`src/rtl/tff_counter_controller_pkg.sv`:
```
// Shared definitions for the T flip-flop counter controller: the sequencing
// states and the default bank width.
package tff_counter_controller_pkg;

    localparam int WIDTH_DEF = 4;

    typedef enum logic [2:0] {
        IDLE = 3'd0,
        LOAD = 3'd1,
        RUN  = 3'd2,
        HOLD = 3'd3,
        DONE = 3'd4
    } state_t;

endpackage

```
`src/rtl/tff_cell.sv`:
```
// Single T flip-flop: toggles on the rising edge whenever t is high,
// synchronously cleared by rst.
module tff_cell (
    input  logic clk,
    input  logic rst,
    input  logic t,
    output logic q
);

    // Toggle storage with synchronous clear
    always_ff @(posedge clk) begin
        if (rst) begin
            q <= 1'b0;
        end else if (t) begin
            q <= ~q;
        end
    end

endmodule

```
`src/rtl/tff_counter_controller.sv`:
```
// Sequencer driving a bank of WIDTH T flip-flops as an up/down counter.
// The bank only ever sees per-cell toggle enables; loading the initial
// value and reloading on wrap are both expressed as q XOR target toggles.
module tff_counter_controller
    import tff_counter_controller_pkg::*;
#(
    parameter int WIDTH = WIDTH_DEF
) (
    input  logic             clk,
    input  logic             rst,
    input  logic             start,
    input  logic             stop,
    input  logic             hold,
    input  logic             dir,
    input  logic             one_shot,
    input  logic [WIDTH-1:0] limit,
    output logic [WIDTH-1:0] t_vec,
    output logic [WIDTH-1:0] q,
    output logic             busy,
    output logic             done
);

    state_t           state;
    logic             dir_r;
    logic             one_shot_r;
    logic [WIDTH-1:0] limit_r;
    logic [WIDTH-1:0] init_val;
    logic [WIDTH-1:0] term_val;
    logic             at_term;

    // Toggle pattern for a +1 (down = 0) or -1 (down = 1) step: cell i
    // toggles when every lower cell is 1 (up) or 0 (down).
    function automatic logic [WIDTH-1:0] step_vec(
        input logic [WIDTH-1:0] cur,
        input logic             down
    );
        logic [WIDTH-1:0] v;
        logic             carry;
        carry = 1'b1;
        for (int i = 0; i < WIDTH; i++) begin
            v[i]  = carry;
            carry = carry & (down ? ~cur[i] : cur[i]);
        end
        return v;
    endfunction

    assign init_val = dir_r ? limit_r : '0;
    assign term_val = dir_r ? '0 : limit_r;
    assign at_term  = (q == term_val);
    assign busy     = (state == LOAD) || (state == RUN) || (state == HOLD);

    // Toggle enables: stop beats hold beats terminal handling beats counting
    always_comb begin
        t_vec = '0;
        case (state)
            LOAD: begin
                if (!stop) begin
                    t_vec = q ^ init_val;
                end
            end
            RUN: begin
                if (stop || hold) begin
                    t_vec = '0;
                end else if (at_term) begin
                    t_vec = one_shot_r ? '0 : (q ^ init_val);
                end else begin
                    t_vec = step_vec(q, dir_r);
                end
            end
            default: t_vec = '0;
        endcase
    end

    // Sequencer state, captured configuration and registered done pulse
    always_ff @(posedge clk) begin
        if (rst) begin
            state      <= IDLE;
            dir_r      <= 1'b0;
            one_shot_r <= 1'b0;
            limit_r    <= '0;
            done       <= 1'b0;
        end else begin
            done <= 1'b0;
            case (state)
                IDLE: begin
                    if (start) begin
                        dir_r      <= dir;
                        one_shot_r <= one_shot;
                        limit_r    <= limit;
                        state      <= LOAD;
                    end
                end
                LOAD: begin
                    state <= stop ? IDLE : RUN;
                end
                RUN: begin
                    if (stop) begin
                        state <= IDLE;
                    end else if (hold) begin
                        state <= HOLD;
                    end else if (at_term) begin
                        done  <= 1'b1;
                        state <= one_shot_r ? DONE : RUN;
                    end
                end
                HOLD: begin
                    if (stop) begin
                        state <= IDLE;
                    end else if (!hold) begin
                        state <= RUN;
                    end
                end
                DONE: begin
                    state <= IDLE;
                end
                default: begin
                    state <= IDLE;
                end
            endcase
        end
    end

    // The controlled bank of T flip-flops
    for (genvar i = 0; i < WIDTH; i++) begin : g_bank
        tff_cell u_cell (
            .clk (clk),
            .rst (rst),
            .t   (t_vec[i]),
            .q   (q[i])
        );
    end

endmodule
```
`config.mk`:
```
export PLATFORM = sky130hd
export DESIGN_NAME = tff_counter_controller
export DESIGN_NICKNAME = d
export VERILOG_FILES = /design/src/rtl/tff_counter_controller_pkg.sv /design/src/rtl/tff_cell.sv /design/src/rtl/tff_counter_controller.sv
export SDC_FILE = /design/constraint.sdc
export NUM_CORES = 1
export LEC_CHECK = 0
export CAP_MARGIN = 40
export CORE_ASPECT_RATIO = 1.1
export CORE_MARGIN = 2
export CORE_UTILIZATION = 46
export CTS_CLUSTER_DIAMETER = 50
export DETAILED_ROUTE_END_ITERATION = 10
export DONT_BUFFER_PORTS = 1
export PLACE_DENSITY = 0.65
export SYNTH_ARGS = -nofsm -noshare
export SYNTH_HDL_FRONTEND = slang
export SYNTH_SLANG_ARGS = --single-unit
```
`constraint.sdc`:
```
create_clock -name clk -period 2 [get_ports clk]
set_input_delay 0.2 -clock clk [delete_from_list [all_inputs] [get_ports clk]]
set_output_delay 0.2 -clock clk [all_outputs]
set_load 0.01 [all_outputs]
```
==> impl_metrics.yaml <==
placement:
  dpl.hpwl_um: 1420
  placed_area_um2: 987
  place_ws_ns: 0.111
  gp_congestion: 0.804
  io_buffer_count: 0
critical_path:
  cp_max_fo: 5
  worst_ep_arrival_time_ns: 1.83
  path_buf_inv: 2
  critical_path_class: "register to primary output"
  r2r-end: "g_bank[2].u_cell.q"
  path_cells: "buf_6 > o21a_1 > o32ai_4 > mux2i_1 > o22ai_2 > buf_4"
  crit_required_ns: 1.80
  reg2reg_depth: 7
  cp_slowest_cell: "dfxtp_4"
  critPathTopFamily: "compound AO/OA/AOI/OAI gates"
  rr_startpoint: "dir_r"
  max_stage_delay_ns: 0.37
  reg2reg_setup_slack_ns: 0.07
  cp-start-kind: "register"
  worst_setup_path_end_kind: "primary output"
grt:
  grt_usage: 0.204
  overflow: 0
  grt_pass1_wl_um: 3690
  grt_pass1_vias: 823
  antenna_found_initial: 0
  grt_max_degree: 11
synthesis:
  synth_area_leaders: "dfxtp_1 (29%), mux2i_1 (11%), nor2_1 (8.5%)"
  synth_edf_count: 0
  ys_seq_area_frac: 0.288
  yosysTopAreaCell: "dfxtp_1"
  ys_warn_count: 0
  avgSynthCellArea_um2: 8.39
  synth_cells: 116
  yosysTopAreaCellShare: 0.288
  ys_ff_latch: 14
  synth_nets: 127
  synth_flop_cell: "dfxtp_1"
  syn-cell-area_um2: 973
  ys_types: 31
  ys_async_sr_fraction: 0
clock_tree:
  clock_sinks: 14
  path_clk_slew_ns: 0.09
  clock_path_buffers: 2
  tritoncts: "yes"
  h-tree-depth: 1
  cts_buffers: 3
  cts_root_buf: "clkbuf_4"
  insertion_delay_ns: 0.28
timing:
  rsz0062_at_grt: "true"
  timing.final.crit_share: 1.02
  skew_ns: 0.000674
  setup_viol: 4
  min_period_ns: 2.03
  relSlewSlack: 0.696
  max_freq_mhz: 492
  setup_ws_ns: -0.0331
  maxSlewViolCount: 0
  hold_viol: 0
  max_slew.worst_pin.slew_ns: 0.455
die:
  coreArea_um2: 2000
  die_area_um2: 2500
  die_h_um: 52.2
  rows: 17
  initial_core_util: 0.487
  fp.dieW_um: 47.9
  ios: 21
run:
  maxCapViolations: 0
outcome:
  status: "complete, but fails checks"
  violations: "negative setup slack"
layout:
  finalNetCount: 135
  diodes: 0
  nFillCells: 198
  drive_gt1_frac: 0.309
  stdcell_area_um2: 1140
  areaGrowthSynthToFinish_pct: 17.5
routing:
  vias: 816
  drc_errors: 0
  ant_nets: 0
  viasPerCell: 5.40
  wl_um: 2190
  drt_iter0_drc: 11
  wl_per_cell_um: 14.5
  drt_first_pass_iters: 4
power:
  p_leak_nw: 0.483
  power_density_nw_per_um2: 555
  ir_worst_vdd_uv: 432
hold_path:
  hold_path_depth: 2
  min_from: "one_shot"
  hold_path_end: "one_shot_r"
  worstHoldPathType: "input port to register"
-- repair_timing --
action	CTS	global route
endpoints found under the setup margin	4	7
pin swaps	4	2
endpoints found under the hold margin	10	0
hold buffers	1	0
gates resized for setup	12	5
setup buffers	7	0
cloned	0	0
-- worst register-to-register path: cells and delay by family, from the launching register on --
kind | cells | cell delay, ns
compound gates | 3 | 0.63
buf+inv | 2 | 0.27
flops | 1 | 0.37
mux | 2 | 0.54
-- kinds of logic (layout without fill, tap and decap cells) --
group,after synthesis,count (layout),synth area share
AO/OA/AOI/OAI,15,15,0.143
buffers and inverters,15,22,0.0951
flip-flops,14,14,0.288
multiplexers,14,14,0.148
XOR/XNOR,7,7,0.0630
AND/OR/NAND/NOR,51,51,0.264
-- flip-flops by register name, summed over array words and instances, names as in the netlist --
register / cells
limit_r: 4
state: 3
dir_r: 1
one_shot_r: 1
done: 1
g_bank.u_cell.q: 4
-- placed cells by master, fill, tap and decap left out, types with 2 or more instances in the layout --
cell type,instances
nand3b_1,4
mux2_4,3
nor2b_1,3
dfxtp_4,2
dfxtp_2,4
nor3_1,4
nor2_1,22
xor2_1,6
clkbuf_4,3
dfxtp_1,8
mux2i_1,11
nand2_1,8
o21a_1,3
o22ai_2,4
a21oi_1,4
buf_4,15
-- per-stage QoR --
stage	TNS, ns	total power, W	hold WS [ns]	utilization	cells
CTS	-0.119	0.000640	0.0545	0.562	151
detailed placement	0	0.000412	0.277	0.494	139
global route	-0.532	0.000669	0.0749	0.572	151
finish	-0.0868	0.000635	0.0635	0.572	151
global placement	0	0.000409	0.276	0.494	139
floorplan	0	0.000393	0.347	-	116
-- cell type report --
type	count	area, um^2	area share
repair buffers	17	134	0.117
clock buffers	4	36.3	0.0317
inverters	1	3.75	0.00328
multi-input cells	87	642	0.561
well taps	28	35.0	0.0306
flip-flops and latches	14	293	0.256
-- per-layer routing --
layer  vias to the layer above  track usage  wire length [um]
li1                        407            -                 -
met1                       371        0.276              1010
met2                        30        0.302              1000
met3                         8       0.0414               122
met4                         0       0.0991                55
met5                         -            0                 0
-- worst max-delay path by stage --
stage	to	slack [ns]	from	depth (start not counted)
after floorplan	g_bank[1].u_cell.q	0.13	g_bank[1].u_cell.q	7
after global placement	g_bank[1].u_cell.q	0.16	dir_r	6
after detailed placement	g_bank[3].u_cell.q	0.11	dir_r	6
after CTS	t_vec[2]	-0.04	dir_r	6
after global routing	t_vec[2]	-0.13	g_bank[1].u_cell.q	6
final	t_vec[2]	-0.03	dir_r	6
-- Yosys cell counts, drive strengths merged, types with 3 or more instances --
master  number
nor3         5
a21oi        4
nand2        8
xor2         6
nand3b       4
mux2i       11
buf         11
o22ai        4
nor2        22
o21a         3
dfxtp       14
clkbuf       3
mux2         3
nor2b        3
-- power breakdown --
part / internal, W / switching (W)
registers: 0.000289 / 0.0000173
logic: 0.0000628 / 0.0000572
clock network: 0.000111 / 0.0000974
total: 0.000463 / 0.000172
No activity file was read; power rests on OpenSTA's default activity.
